==> src/rtl/display_pkg.sv <==
// Shared types and constants for the display arbiter and its clients.
package display_pkg;

  // Arbiter FSM states; encoding is visible on the state debug output.
  typedef enum logic [1:0] {
    ST_IDLE      = 2'd0,
    ST_ISSUE     = 2'd1,
    ST_WAIT_DONE = 2'd2,
    ST_GAP       = 2'd3
  } state_t;

  // Four segment-encoded digits, digit 0 in the lowest byte.
  typedef logic [3:0][7:0] seg_frame_t;

  // Segment codes (bit 0 = segment a ... bit 6 = segment g, bit 7 = dp).
  localparam logic [7:0] SEG_0     = 8'h3F;
  localparam logic [7:0] SEG_1     = 8'h06;
  localparam logic [7:0] SEG_2     = 8'h5B;
  localparam logic [7:0] SEG_3     = 8'h4F;
  localparam logic [7:0] SEG_4     = 8'h66;
  localparam logic [7:0] SEG_5     = 8'h6D;
  localparam logic [7:0] SEG_6     = 8'h7D;
  localparam logic [7:0] SEG_7     = 8'h07;
  localparam logic [7:0] SEG_8     = 8'h7F;
  localparam logic [7:0] SEG_9     = 8'h6F;
  localparam logic [7:0] SEG_DASH  = 8'h40;
  localparam logic [7:0] SEG_BLANK = 8'h00;

  // Index of the set bit in a one-hot vector of up to 8 clients.
  function automatic int unsigned onehot_to_idx(input logic [7:0] oh);
    int unsigned idx;
    idx = 0;
    for (int i = 0; i < 8; i++) begin
      if (oh[i]) idx = i;
    end
    return idx;
  endfunction

endpackage

==> src/rtl/display_arbiter_rr_arbiter.sv <==
// Combinational round-robin pick: first requester above the pointer, wrapping.
module rr_arbiter #(
  parameter int NUM_REQ = 3
) (
  input  logic [NUM_REQ-1:0]         req,
  input  logic [$clog2(NUM_REQ)-1:0] pointer,
  output logic [NUM_REQ-1:0]         gnt
);

  localparam int PTR_W = $clog2(NUM_REQ);

  logic [PTR_W-1:0] idx;

  // Scan farthest-to-nearest so the nearest requester after the pointer wins.
  always_comb begin
    gnt = '0;
    idx = '0;
    for (int i = NUM_REQ; i >= 1; i--) begin
      idx = PTR_W'((int'(pointer) + i) % NUM_REQ);
      if (req[idx]) begin
        gnt      = '0;
        gnt[idx] = 1'b1;
      end
    end
  end

endmodule

==> src/rtl/display_arbiter.sv <==
// Round-robin arbiter and sequencer sharing one 4-digit segment driver.
//
// Driver handshake: the arbiter holds drv_strobe_o high in ISSUE until it
// samples drv_busy_i high (the driver has accepted the frame); the frame is
// over when drv_busy_i is sampled low in WAIT_DONE. drv_digits_o is stable
// from the grant until the next grant. The client side is a level request:
// gnt_o is held for the whole transaction and done_o/err_o pulse once.
module display_arbiter
  import display_pkg::*;
#(
  parameter int NUM_REQ       = 3,
  parameter int GAP_CYCLES    = 4000,
  parameter int START_TIMEOUT = 255
) (
  input  logic                  clk_i,
  input  logic                  porb_i,
  input  logic [NUM_REQ-1:0]    req_i,
  input  logic [NUM_REQ*32-1:0] digits_i,
  output logic [NUM_REQ-1:0]    gnt_o,
  output logic [NUM_REQ-1:0]    done_o,
  output logic [NUM_REQ-1:0]    err_o,
  output logic [31:0]           drv_digits_o,
  output logic                  drv_strobe_o,
  input  logic                  drv_busy_i,
  input  logic                  drv_ack_error_i,
  output logic                  busy_o,
  output logic [1:0]            state_o
);

  localparam int PTR_W = $clog2(NUM_REQ);
  localparam int GAP_W = (GAP_CYCLES > 0) ? $clog2(GAP_CYCLES + 1) : 1;
  localparam int TO_W  = (START_TIMEOUT > 0) ? $clog2(START_TIMEOUT + 1) : 1;

  localparam logic [GAP_W-1:0] GAP_LAST = GAP_W'((GAP_CYCLES > 0) ? GAP_CYCLES - 1 : 0);
  localparam logic [TO_W-1:0]  TO_LAST  = TO_W'((START_TIMEOUT > 0) ? START_TIMEOUT - 1 : 0);
  localparam logic [TO_W-1:0]  TO_MAX   = TO_W'(START_TIMEOUT);

  state_t             state;
  logic [PTR_W-1:0]   ptr;
  logic [GAP_W-1:0]   gap_cnt;
  logic [TO_W-1:0]    to_cnt;
  logic               err_sticky;
  logic [NUM_REQ-1:0] win_gnt;
  logic [PTR_W-1:0]   win_idx;
  seg_frame_t         win_digits;
  logic               to_expired;

  rr_arbiter #(
    .NUM_REQ (NUM_REQ)
  ) u_rr (
    .req     (req_i),
    .pointer (ptr),
    .gnt     (win_gnt)
  );

  assign win_idx    = PTR_W'(onehot_to_idx(8'(win_gnt)));
  assign to_expired = (START_TIMEOUT == 0) || (to_cnt >= TO_LAST);
  assign state_o    = state;

  // Select the winning client's digit pattern for latching at grant time.
  always_comb begin
    win_digits = '0;
    for (int k = 0; k < NUM_REQ; k++) begin
      if (win_gnt[k]) win_digits = digits_i[k*32 +: 32];
    end
  end

  // Transaction FSM with registered outputs, counters and RR pointer.
  always_ff @(posedge clk_i or negedge porb_i) begin
    if (!porb_i) begin
      state        <= ST_IDLE;
      ptr          <= PTR_W'(NUM_REQ - 1);
      gnt_o        <= '0;
      done_o       <= '0;
      err_o        <= '0;
      drv_digits_o <= '0;
      drv_strobe_o <= 1'b0;
      busy_o       <= 1'b0;
      err_sticky   <= 1'b0;
      gap_cnt      <= '0;
      to_cnt       <= '0;
    end else begin
      done_o <= '0;
      err_o  <= '0;
      case (state)
        ST_IDLE: begin
          if (req_i != '0) begin
            gnt_o        <= win_gnt;
            drv_digits_o <= win_digits;
            ptr          <= win_idx;
            drv_strobe_o <= 1'b1;
            busy_o       <= 1'b1;
            err_sticky   <= 1'b0;
            to_cnt       <= '0;
            state        <= ST_ISSUE;
          end
        end
        ST_ISSUE: begin
          if (drv_busy_i) begin
            drv_strobe_o <= 1'b0;
            state        <= ST_WAIT_DONE;
          end else if (to_expired) begin
            // Driver never started: abort the frame with an error.
            drv_strobe_o <= 1'b0;
            done_o       <= gnt_o;
            err_o        <= gnt_o;
            gnt_o        <= '0;
            gap_cnt      <= '0;
            if (GAP_CYCLES == 0) begin
              state  <= ST_IDLE;
              busy_o <= 1'b0;
            end else begin
              state <= ST_GAP;
            end
          end else if (to_cnt != TO_MAX) begin
            to_cnt <= to_cnt + 1'b1;
          end
        end
        ST_WAIT_DONE: begin
          err_sticky <= err_sticky | drv_ack_error_i;
          if (!drv_busy_i) begin
            done_o  <= gnt_o;
            err_o   <= (err_sticky | drv_ack_error_i) ? gnt_o : '0;
            gnt_o   <= '0;
            gap_cnt <= '0;
            if (GAP_CYCLES == 0) begin
              state  <= ST_IDLE;
              busy_o <= 1'b0;
            end else begin
              state <= ST_GAP;
            end
          end
        end
        ST_GAP: begin
          if (gap_cnt >= GAP_LAST) begin
            state  <= ST_IDLE;
            busy_o <= 1'b0;
          end else begin
            gap_cnt <= gap_cnt + 1'b1;
          end
        end
        default: begin
          state <= ST_IDLE;
        end
      endcase
    end
  end

endmodule

==> config.mk <==
export PLATFORM = sky130hd
export DESIGN_NAME = display_arbiter
export DESIGN_NICKNAME = d
export VERILOG_FILES = /design/src/rtl/display_pkg.sv /design/src/rtl/display_arbiter_rr_arbiter.sv /design/src/rtl/display_arbiter.sv
export SDC_FILE = /design/constraint.sdc
export NUM_CORES = 1
export LEC_CHECK = 0
export CELL_PAD_IN_SITES_DETAIL_PLACEMENT = 0
export CELL_PAD_IN_SITES_GLOBAL_PLACEMENT = 1
export CORE_MARGIN = 2
export CORE_UTILIZATION = 33
export CTS_BUF_LIST = sky130_fd_sc_hd__clkbuf_4 sky130_fd_sc_hd__clkbuf_8 sky130_fd_sc_hd__clkbuf_16
export CTS_CLUSTER_DIAMETER = 30
export DETAILED_ROUTE_END_ITERATION = 10
export HOLD_SLACK_MARGIN = 0.06
export PLACE_DENSITY = 0.85
export RECOVER_POWER = 50
export SYNTH_ARGS = -nofsm -noshare
export SYNTH_HDL_FRONTEND = slang
export SYNTH_HIERARCHICAL = 1
export SYNTH_SLANG_ARGS = --single-unit
export TNS_END_PERCENT = 100
==> constraint.sdc <==
create_clock -name clk_i -period 3.5 [get_ports clk_i]
set_clock_uncertainty 0.1 [all_clocks]
set_input_delay 0.7 -clock clk_i [delete_from_list [all_inputs] [get_ports clk_i]]
set_output_delay 0.7 -clock clk_i [all_outputs]
set_load 0.01 [all_outputs]
* Word-level counts from Yosys, hierarchy flattened
Index checks and enable logic that the tools add are counted.
W data, S select, Z words.
** Word-level totals
- Flip-flop bits (word level) :: 68
- Bits of input ports :: 103
- Logic and storage cells :: 115
** Operators by class
- Eq/ne operators :: 13
- Bitwise gates (word level) :: 1
- Div/mod/pow operators :: 3
- $add $sub $neg :: 5
- $lt $le $gt $ge :: 8
- Mux-type cells :: 56
- Reductions and logical operators :: 18
** Operators with widths (count)
- $mod A32 B3 Y32 const B :: 3
- $mux W32 :: 3
- $mux W12 :: 4
- $mux W3 :: 12
- $pmux W12 S3 :: 1
- $mux W8 :: 4
- $ne A2 B2 Y1 const B :: 8
- $pmux W8 S2 :: 1
- $reduce_and A5 Y1 :: 3
- $add A12 B1 Y12 const B :: 1
- $ge A12 B12 Y1 const B :: 1
- $mux W1 :: 12
- $mux W2 :: 6
- $pmux W3 S2 :: 2
- $lt A2 B3 Y1 const B :: 3
- $pmux W3 S3 :: 1
- $reduce_bool A3 Y1 :: 3
- $add A8 B1 Y8 const B :: 1
- $ge A8 B8 Y1 const B :: 1
- $ne A8 B8 Y1 const B :: 1
- $pmux W2 S4 :: 1
- $add A2 B2 Y3 const B :: 2
- $bmux W1 S2 :: 3
- $demux W1 S2 :: 3
- 13 further kinds :: 24

* Logic depth before layout (Yosys ltp)
- Depth after elaboration :: 12
- Gate-level depth with buffers :: 13
- Depth with buffers taken out :: 10

* Modules after synthesis
The synthesis kept the hierarchy.
** By module, submodules not included
- display_arbiter :: instances 1, area an instance 3732.3 sq um, cells each 366
- rr_arbiter :: instances 1, area an instance 231.5 sq um, cells each 33

* Worst setup path after synthesis
Ideal clock, no wire load.
- Path type :: register to register
- Start :: register ptr[1]
- End :: register drv_digits_o[18]
- Period minus slack after synthesis :: 2611 ps
- Setup slack :: 889 ps
- Data arrival time :: 2444 ps
- Path buffers :: 3
- Required time :: 3334 ps
- Stages on the path, launching flop included :: 12
- Setup time :: 66 ps
- Path through :: dfstp_2 -> ha_1 -> buf_6 -> mux2i_1 -> o21a_2 -> mux2_4 -> buf_2 -> nor2b_1 -> clkbuf_1 -> a22oi_1 -> nor2_1 -> a221o_1
** On the way
- Elaborated cells between the ends (all ways) :: 33
- Classes of those cells :: 3 x add/sub; 3 x div; 6 x order compare; 18 x mux; 3 x reduce/logical
** RTL lines
- start, declared :: RTL line display_arbiter.sv:39 : logic [PTR_W-1:0] ptr;
- start signal, assigned :: RTL line display_arbiter.sv:72 : ptr <= PTR_W'(NUM_REQ - 1);
- start signal, assigned :: RTL line display_arbiter.sv:90 : ptr <= win_idx;
- $add A2 B2 Y3 :: RTL line display_arbiter_rr_arbiter.sv:19 : idx = PTR_W'((int'(pointer) + i) % NUM_REQ);
- $mod A32 B3 Y32 :: RTL line display_arbiter_rr_arbiter.sv:19
- $lt A2 B3 Y1 (implied by the code) or $ge A2 B1 Y1 (tied branches) :: RTL line display_arbiter_rr_arbiter.sv:22 : gnt[idx] = 1'b1;
- $logic_and A1 B1 Y1 (implied by the code) :: RTL line display_arbiter_rr_arbiter.sv:22
- $mux W1 (implied by the code) :: RTL line display_arbiter_rr_arbiter.sv:22
- $demux W1 S2
- $mux W3 (2 in series) :: RTL line display_arbiter_rr_arbiter.sv:20 : if (req[idx]) begin
- $mux W3 (*) :: RTL line display_arbiter_rr_arbiter.sv:20
- named net win_gnt[2] :: RTL line display_arbiter.sv:43 : logic [NUM_REQ-1:0] win_gnt;
- $mux W32 (*) :: RTL line display_arbiter.sv:64 : if (win_gnt[k]) win_digits = digits_i[k*32 +: 32];
- end signal, assigned :: RTL line display_arbiter.sv:89 : drv_digits_o <= win_digits;
- end, declared :: RTL line display_arbiter.sv:22 : output logic [31:0] drv_digits_o,
Mark *: on every way through the listed nets, which the timed path passes. The rest lies on a longest branch. The select of a mux whose other input is x is not followed.
A chain may end at the register's enable or synchronous reset.

* Worst setup path in the final report
- Start :: input req_i[2]
- End :: register drv_digits_o[9]
** On the way
- Elaborated cells between the ends (all ways) :: 14
- Classes of those cells :: 12 x mux; 2 x reduce/logical
** RTL lines
- start, declared :: RTL line display_arbiter.sv:17 : input logic [NUM_REQ-1:0] req_i,
- $bmux W1 S2 :: RTL line display_arbiter_rr_arbiter.sv:20
- $mux W1 (implied by the code) :: RTL line display_arbiter_rr_arbiter.sv:20
- $mux W3 (2 in series) :: RTL line display_arbiter_rr_arbiter.sv:20
- $mux W3 (*) :: RTL line display_arbiter_rr_arbiter.sv:20
- named net win_gnt[2] :: RTL line display_arbiter.sv:43
- $mux W32 (*) :: RTL line display_arbiter.sv:64
Marks and branches as above.

==> flow_summary_export.csv <==
group,metric,value,unit
clocking,clk-insertion-delay-late,0.33,ns
drt,vias_per_cell,5.53,
sta,report.final.slew_viol_count,0,
clocking,clkTransAtPathRegs,0.06,ns
clocking,cts-root-to-sink-buffers,2,
global_routing,overflow,0,
clocking,sinks_on_clock_net,68,
clocking,tritoncts,"done",
sta,maxClockFrequency,336,MHz
yosys,ys_dominant_reg_cell,"sky130_fd_sc_hd__dfrtp_1",
yosys,synth-adder-area-share,0.0379,
floorplan,die_width,114,um
pwr,power.internal,2.78,mW
placement,numPortBuffers,147,
drt,routed-wl-met3,990,um
layout,final-seq-area,0.00170,mm^2
pwr,combPwrFrac,0.530,
layout,fillers,1087,
run,maxCapViolations,0,
yosys,synthCells,399,
worst_setup_path,critical_path.endpoint_type,"flop",
yosys,netlist_area,0.00396,mm^2
drt,drtPass1Iterations,5,
floorplan,die_y,114,um
layout,antenna_cells,0,
yosys,synth.net_count,514,
pwr,power.clock.fraction,0.205,
sta,finalHoldViolCount,0,
sta,max-slew-margin-rel,0.0551,
status,status,"completed",
floorplan,core-area,0.0119,mm^2
global_routing,antenna_found_initial,0,
drt,routed_wl,11.6,mm
sta,tightest_slew,1.42,ns
drt,route.vias.total,3803,
sta,period_minus_slack,2.98,ns
placement,routabilityCongestion,0.807,
yosys,synth_top_family_by_area,"compound AO/OA/AOI/OAI gates",
pwr,post-layout-total-power,4.56,mW
sta,final-setup-viol-count,0,
yosys,synthesized_area_divided_by_synthesized_cell_count,9.93,um^2
yosys,async_reset_ff_frac,1.00,
worst_setup_path,worst-path-max-fanout,38,
global_routing,grt_start_max_net_pins,43,
worst_setup_path,cp_data_required_time,3.62,ns
pwr,flop_pwr_share,0.266,
sta,setup_total_negative_slack,0,ns
placement,dp_hpwl,8.75,mm
hold_path,hold_path.class,"flop to flop",
global_routing,vias_in_the_first_global_route,3797,
drt,routed.top_layer,"met4",
drt,drt_iter0_markers,204,
floorplan,row_count,40,
worst_setup_path,setup.reg_to_reg.worst_slack,0.57,ns
yosys,ys_warn_count,6,
yosys,synth_enable_flop_cells,0,
worst_setup_path,start_kind,"primary input",
drt,routed_wire_length_per_instance,16.9,um
layout,num-nets-final,651,
layout,multiInputGateArea,0.00209,mm^2
global_routing,global_route_usage_sum,0.186,
yosys,yosys.cell_types.count,67,
clocking,cts_root_buffer,"sky130_fd_sc_hd__clkbuf_16",
clocking,cts_buffers,9,
pwr,switching_power,1.78,mW
drt,antenna_left,0,
yosys,synth_xor_area_frac,0,
clocking,cts_htree_levels,3,
global_routing,global_route_wire_length_before_repair,19.1,mm
floorplan,start_util,0.334,
layout,layout-area-overhead-vs-synth,47.5,%
pwr,netSwitchingFraction,0.391,
clocking,cts_resized,0,
yosys,synth-compound-area-share,0.271,
floorplan,die_area,0.0129,mm^2
yosys,seq_area_frac_synth,0.430,
clocking,cts_hold_buffers,0,
pwr,vdd_ir_drop_max,0.352,mV
drt,drcViolationCount,0,
sta,final_cycle_share,0.851,
worst_setup_path,arrival,3.10,ns
yosys,yosys-mux-area-fraction,0.0309,
pwr,powerDensity,779,mW/mm^2
pwr,power.leakage,2.44,nW
yosys,synthSimpleGateAreaFrac,0.183,
yosys,postSynthRegisterBits,68,
sta,rsz0062_at_grt,"false",
floorplan,design.portCount,148,
drt,route.layer.met1.wl,4.72,mm
layout,drive_gt1_frac,0.0795,
clocking,postCtsSetupBuffers,0,
worst_setup_path,critical_path_class,"primary input to flop",
drt,met2RoutedLength,5.69,mm
[worst paths after layout]
| path | endpoint | cells after the start | startpoint |
|---|---|---|---|
| max reg2reg | drv_digits_o[9]$_DFFE_PN0P_ | 11 | ptr[0]$_DFFE_PN0P_ |
| max in group asynchronous | gap_cnt[4]$_DFFE_PN0P_ | 2 | porb_i |
| min | err_sticky$_DFFE_PN0P_ | 2 | err_sticky$_DFFE_PN0P_ |
| min reg2reg | err_sticky$_DFFE_PN0P_ | 2 | err_sticky$_DFFE_PN0P_ |
| min in group asynchronous | to_cnt[5]$_DFFE_PN0P_ | 1 | porb_i |
| max | drv_digits_o[9]$_DFFE_PN0P_ | 10 | req_i[2] |
[state kept, by name, indices dropped and copies added, names as in the netlist]
register,flops
drv_digits_o,32
gap_cnt,12
to_cnt,8
done_o,3
err_o,3
gnt_o,3
ptr,2
state_o,2
busy_o,1
drv_strobe_o,1
err_sticky,1
[power groups by stage]
stage                     combinational, mW  sequential [mW]  clock (mW)
final                                  2.41             1.21       0.934
after detailed placement               2.47             1.22           0
after CTS                              2.47             1.22       0.948
after global routing                   2.65             1.24       0.985
after global placement                 2.42             1.22           0
after floorplan                        1.54             1.27           0
[Yosys cell counts (all sizes together) (3+ instances only)]
library cell  number  area (um^2)
dfrtp             67         1680
nor2              45          169
a221o             33          330
a22oi             30          225
nand2             29          109
buf               18          108
o21ai             15         75.1
a21oi             12         63.8
ha                12          150
inv               12         45.0
nand3             11         55.1
clkbuf             8         33.8
mux2               7         82.6
and2               6         37.5
and3               6         45.0
nand3b             6         45.0
nor2b              6         37.5
nor3               6         30.0
o2111ai            5         43.8
o211ai             5         42.5
a211o              4         37.5
a2bb2oi            4         35.0
a31oi              4         31.3
mux2i              4         40.0
nand4              4         40.0
o31ai              4         40.0
nand2b             3         18.8
[stage by stage]
stage	setup WS, ns	cells	area, um^2	hold slack, ns	util
after global routing	0.298	688	5850	0.424	0.493
after floorplan	0.889	399	3960	0.304	-
after detailed placement	0.166	672	5560	0.400	0.468
final	0.521	688	5850	0.405	0.493
after CTS	0.507	688	5860	0.304	0.494
after global placement	0.172	672	5560	0.381	0.468
[layout make-up]
class	count	area share
Clock buffer	12	0.0445
Sequential cell	68	0.291
Multi-Input combinational cell	293	0.358
Inverter	12	0.00770
Clock inverter	4	0.00813
Timing Repair Buffer	152	0.259
Tap cell	147	0.0315
[kinds of logic (layout without fill, tap and decap cells)]
| kind of cell | Yosys count | after routing |
|---|---|---|
| adder cells (fa/ha/maj) | 12 | 12 |
| AND/OR/NAND/NOR | 137 | 137 |
| multiplexers | 11 | 11 |
| AO/OA/AOI/OAI | 133 | 133 |
| buffers and inverters | 38 | 180 |
| flip-flops | 68 | 68 |
[worst max-delay path, stage by stage]
cell and delay [ns]:
sky130_fd_sc_hd__clkdlybuf4s50_1 0.59, sky130_fd_sc_hd__mux2i_1 0.27, sky130_fd_sc_hd__o21ai_1 0.11, sky130_fd_sc_hd__o22ai_1 0.12, sky130_fd_sc_hd__mux2_4 0.44, sky130_fd_sc_hd__nor2b_2 0.07, sky130_fd_sc_hd__buf_4 0.24, sky130_fd_sc_hd__a22oi_1 0.20
sky130_fd_sc_hd__nor2_1 0.07, sky130_fd_sc_hd__a221o_1 0.27
[metal layers]
layer  up-vias  global-route usage
met5         -                   0
met4         0              0.0683
met3        13              0.0632
met2       137               0.312
met1      1843               0.223
li1       1810                   -
[placed cells by master, fill, tap and decap left out, types with 3 or more instances in the layout]
cell type / count
sky130_fd_sc_hd__dlygate4sd3_1: 20
sky130_fd_sc_hd__o21ai_0: 14
sky130_fd_sc_hd__mux2i_1: 4
sky130_fd_sc_hd__nand2_1: 29
sky130_fd_sc_hd__a31oi_1: 3
sky130_fd_sc_hd__nor2_1: 45
sky130_fd_sc_hd__ha_1: 12
sky130_fd_sc_hd__a22oi_1: 30
sky130_fd_sc_hd__buf_4: 3
sky130_fd_sc_hd__nand3b_1: 6
sky130_fd_sc_hd__o211ai_1: 4
sky130_fd_sc_hd__and3_1: 3
sky130_fd_sc_hd__nand2b_1: 3
sky130_fd_sc_hd__nor3_1: 6
sky130_fd_sc_hd__and2_1: 4
sky130_fd_sc_hd__nor2b_1: 5
sky130_fd_sc_hd__nand3_1: 11
sky130_fd_sc_hd__nand4_1: 3
sky130_fd_sc_hd__a221o_1: 33
sky130_fd_sc_hd__o2111ai_1: 5
sky130_fd_sc_hd__inv_1: 12
sky130_fd_sc_hd__dfrtp_1: 67
sky130_fd_sc_hd__clkdlybuf4s50_1: 126
sky130_fd_sc_hd__clkbuf_16: 9
sky130_fd_sc_hd__mux2_1: 4
sky130_fd_sc_hd__a21oi_1: 11
sky130_fd_sc_hd__a2bb2oi_1: 4
Power figures use the tool's default switching activity.
==> RTL change 1 (same settings) <==
Set the parameter `GAP_CYCLES` to 1000 (it was 4000).
--- a/src/rtl/display_arbiter.sv
+++ b/src/rtl/display_arbiter.sv
@@ -9,7 +9,7 @@
   import display_pkg::*;
 #(
   parameter int NUM_REQ       = 3,
-  parameter int GAP_CYCLES    = 4000,
+  parameter int GAP_CYCLES    = 1000,
   parameter int START_TIMEOUT = 255
 ) (
   input  logic                  clk_i,
Behaviour: no difference found for any inputs over 4 cycles, from zero or initial values; that may be too few to reach the edited logic, so the function may still have changed.
==> RTL change 1 against the unedited design <==
The run now ends with capacitance limit, slew limit left; global-route usage decreased by 0.37 points; die area decreased by 4.2%; non-clock buffer count increased by 2; clock power decreased by 2%; synthesized area decreased by 4.4%; design area decreased by 2.4%; power decreased by 2.1%; sequential cell count decreased by 2; routed wire length decreased by 4.1%; final cell count decreased by 3.8%; utilization increased by 1.1 points; worst setup slack got worse by 2.7 ps; critical endpoint is now drv_digits_o[7]; largest cell class unchanged.
==> RTL change 1: results (changes against the unedited design) <==
| Metric | Value |
|---|---|
| Run status | `finished with violations (was finished, final reports clean)` |
| Failing checks | `capacitance limit, slew limit` |
| LEAKAGE | `0.00241 µW (was 0.00244 µW)` |
| Relative slew slack | `-0.0904 (was 0.0551)` |
| IO Port Bufs | `147 (unchanged)` |
| Worst Path Arrival | `3090 ps (was 3100 ps)` |
| CTS Buf Count | `9 (unchanged)` |
| Biggest regs | `drv_digits_o: 32 flops, gap_cnt: 10 flops, to_cnt: 8 flops (was drv_digits_o: 32 flops, gap_cnt: 12 flops, to_cnt: 8 flops)` |
| Post-CTS setup buffers | `0 (unchanged)` |
| Comb pwr share | `0.530 (about the same)` |
| Slew Limit Fails | `67 (was 0)` |
| Crit path launch | `ptr[0] (was req_i[2])` |
| DP HPWL | `8080 µm (was 8750 µm)` |
| Iter 0 DRT Violations | `140 (was 204)` |
| GP Congestion | `0.822 (was 0.807)` |
| Initial antenna violation count | `0 (unchanged)` |
| Worst reg-to-reg setup slack | `520 ps (was 570 ps)` |
| Top_reg_cell synth | `dfrtp_1 (unchanged)` |
| Top cells by area, synth | `dfrtp_1, a221o_1, a22oi_1 (unchanged)` |
| Post-synthesis adder-cell area fraction | `0.0396 (was 0.0379)` |
| Power Total | `4460 µW (was 4560 µW)` |
| Sequential share of the synthesized area | `0.436 (was 0.430)` |
| Type of the most critical hold path | `register to register (unchanged)` |
| Vias in the first global route | `3776 (was 3797)` |
| Hold depth | `1 (was 2)` |
| CTS resizes | `0 (unchanged)` |
| Hold Path End | `drv_strobe_o (was err_sticky)` |
| Sequential Power | `1180 µW` |
| Drt total wl | `11100 µm (was 11600 µm)` |
| N_diodes | `0 (unchanged)` |
| Post-layout nets | `629 (was 651)` |
| Post-synthesis cell type count | `61 (was 67)` |
| Layout cells sized above 1 | `0.0867 (was 0.0795)` |
| Vias/cell | `5.50 (was 5.53)` |
| Compound-Gate Fraction of Synth Area | `0.276 (was 0.271)` |
| Largest net degree at the start of global routing | `67 (was 43)` |
| HP Start | `drv_strobe_o (was err_sticky)` |
| FF-to-FF End | `drv_digits_o[7] (was drv_digits_o[9])` |
| Global-route wire length before repair | `18300 µm (was 19100 µm)` |
| Mux cell area share after synthesis | `0.0323 (was 0.0309)` |
| Gr usage total | `0.182 (was 0.186)` |
| Post-DP Area | `5400 µm² (was 5560 µm²)` |
| Yosys Warn Count | `6 (unchanged)` |
| Max-Cap Viols | `1 (was 0)` |
| Max rail drop VDD | `0.000325 V (was 0.000352 V)` |
| Worst reg2reg path depth | `11 (unchanged)` |
| Drt first pass iters | `4 (was 5)` |
| Post-synthesis net count | `492 (was 514)` |
| Switching Fraction | `0.382 (was 0.391)` |
| Post-synth top cells | `dfrtp_1, nor2_1, a221o_1 (unchanged)` |
-- RTL change 1: cell types whose count changed in the layout (fill, tap and decap cells not counted), sizes merged, moves of 3 or more --
| cell | unedited run | this run |
|---|---|---|
| o22a | 0 | 4 |
| nand2 | 29 | 22 |
| o211ai | 5 | 1 |
| o21ai | 15 | 10 |
| nor2 | 45 | 40 |
| buf | 4 | 7 |
| and3 | 6 | 3 |
| o31a | 1 | 4 |
| nand4 | 4 | 1 |
| a21oi | 12 | 9 |
-- RTL change 1: worst max path at each step --
stage                        to  cells after the start
6_report        drv_digits_o[7]                     11
5_1_grt         drv_digits_o[7]                     10
4_1_cts         drv_digits_o[7]                      9
3_5_place_dp    drv_digits_o[7]                      9
3_3_place_gp    drv_digits_o[7]                      9
2_1_floorplan  drv_digits_o[21]                     11
-- RTL change 1: metrics by stage --
step / instances / worst slack, ps / hold WS, ps
final: 662 / 518 / 392
after global routing: 662 / 301 / 407
after CTS: 662 / 519 / 405
after detailed placement: 646 / 168 / 393
after global placement: 646 / 236 / 390
after floorplan: 377 / 857 / 304
-- RTL change 1: worst max-delay path, cell delays in order (launching register included) --
cell	delay, ps
dfrtp_1	380
inv_1	80
ha_1	440
mux2i_1	300
o21ai_1	120
o22ai_1	140
mux2_4	450
nor2b_2	70
buf_4	250
a22oi_1	200
nor2_1	60
a221o_1	260
-- RTL change 1: area by class of cell --
type	instances	area, µm²
fillers	1059	5610
inverters	12	45.0
well taps	143	179
multi-input cells	271	1980
repair buffers	154	1540
flip-flops and latches	66	1650
clock buffers	14	275
clock inverters	2	35.0
-- RTL change 1: metal layers --
layer	track usage	vias up	wire, µm	share of wire
li1	-	1723	-	-
met2	0.308	141	5420	0.49
met3	0.0722	16	1110	0.10
met5	0	-	0	0
met4	0.0617	0	249	0.022
met1	0.211	1763	4360	0.39
==> RTL change 2 (same settings) <==
Without the edit above. Put one more register stage on the output `drv_digits_o`, without a reset. The value now appears one clock later. The other outputs are not delayed to match.
--- a/src/rtl/display_arbiter.sv
+++ b/src/rtl/display_arbiter.sv
@@ -34,6 +34,8 @@
   localparam logic [GAP_W-1:0] GAP_LAST = GAP_W'((GAP_CYCLES > 0) ? GAP_CYCLES - 1 : 0);
   localparam logic [TO_W-1:0]  TO_LAST  = TO_W'((START_TIMEOUT > 0) ? START_TIMEOUT - 1 : 0);
   localparam logic [TO_W-1:0]  TO_MAX   = TO_W'(START_TIMEOUT);
+
+  logic [31:0] drv_digits_s0;
 
   state_t             state;
   logic [PTR_W-1:0]   ptr;
@@ -73,7 +75,7 @@
       gnt_o        <= '0;
       done_o       <= '0;
       err_o        <= '0;
-      drv_digits_o <= '0;
+      drv_digits_s0 <= '0;
       drv_strobe_o <= 1'b0;
       busy_o       <= 1'b0;
       err_sticky   <= 1'b0;
@@ -86,7 +88,7 @@
         ST_IDLE: begin
           if (req_i != '0) begin
             gnt_o        <= win_gnt;
-            drv_digits_o <= win_digits;
+            drv_digits_s0 <= win_digits;
             ptr          <= win_idx;
             drv_strobe_o <= 1'b1;
             busy_o       <= 1'b1;
@@ -146,5 +148,9 @@
     end
   end
 
+  always_ff @(posedge clk_i) begin
+    drv_digits_o <= drv_digits_s0;
+  end
+
 endmodule
 
Check against the original RTL: not equivalent (Yosys sat finds a counterexample within 4 cycles, from zero or initial values).
==> RTL change 2 against the unedited design <==
The run now ends with capacitance limit, slew limit left; utilization is 1.6 points lower; sequential cell count is 32 higher; design area is 12% higher; synthesized area is 16% higher; routed wire length is 7.1% higher; count of clock-buffer cells in the layout is 3 lower; power is 17% higher; global-route usage is 1.5 points lower; worst setup slack worse by 57 ps; register-to-register slack worse by 20 ps; largest power group unchanged; highest routed layer unchanged.
==> RTL change 2: results (changes against the unedited design) <==
| Metric | Value |
|---|---|
| Met3 wire length | `664 µm (was 990 µm)` |
| Met2 usage | `0.286 (was 0.312)` |
| Top cells by area, synth | `dfrtp_1, dfxtp_1, a221oi_1 (was dfrtp_1, a221o_1, a22oi_1)` |
| Iter 0 DRT Violations | `195 (was 204)` |
| Worst reg-to-reg setup slack | `550 ps (was 570 ps)` |
| Run status | `finished with violations (was finished, final reports clean)` |
| HP Start | `drv_digits_s0[16] (was err_sticky)` |
| Relative slew slack | `-0.152 (was 0.0551)` |
| Flip-flop and latch count after synthesis | `100 (was 68)` |
| Slowest cell delay on critical path | `680 ps (was 590 ps)` |
| Buffers, non-clock | `153 (was 152)` |
| Drt total wl | `12400 µm (was 11600 µm)` |
| Synthesized area per cell | `9.92 µm² (was 9.93 µm²)` |
| Signal buf overhead | `0.234 (was 0.259)` |
| Largest net degree at the start of global routing | `69 (was 43)` |
| Met1 WL | `5460 µm (was 4720 µm)` |
| Pwr dens | `810 nW/µm² (was 779 nW/µm²)` |
| Post-layout nets | `717 (was 651)` |
| Hold depth | `0 (was 2)` |
| Slew Limit Fails | `69 (was 0)` |
| Worst Path Arrival | `3190 ps (was 3100 ps)` |
| Compound-Gate Fraction of Synth Area | `0.204 (was 0.271)` |
| Mapped Cells | `464 (was 399)` |
| Failing checks | `capacitance limit, slew limit` |
| Max-Cap Viols | `1 (was 0)` |
| GR Layer Usage met3 | `0.0384 (was 0.0632)` |
| Post-synthesis net count | `579 (was 514)` |
RTL change 2: cell count changes after synthesis, sizes merged, moves of 7 or more:
cell,before,now
nand2,29,62
dfxtp,0,32
a221oi,0,31
a221o,33,3
a22oi,30,0
o21ai,15,43
buf,18,10
clkbuf,8,15
RTL change 2: stage by stage:
| stage | worst slack [ps] | hold WS [ps] |
|---|---|---|
| finish | 464 | 268 |
| global route | 263 | 280 |
| CTS | 472 | 271 |
| detailed placement | 133 | 253 |
| global placement | 280 | 253 |
| floorplan | 889 | 248 |
RTL change 2: power by group:
part	total, µW	switching [µW]	internal [µW]
clock network	1020	453	564
registers	1860	239	1620
logic	2440	1320	1120
RTL change 2: worst register-to-register path, delay by kind of cell (launching register included):
kind	cells	cell delay (ps)
DFF	1	390
adders and majority gates	1	420
muxes	2	810
buffers and inverters	2	340
and+or+nand+nor	1	80
AOI/OAI and AO/OA	4	700
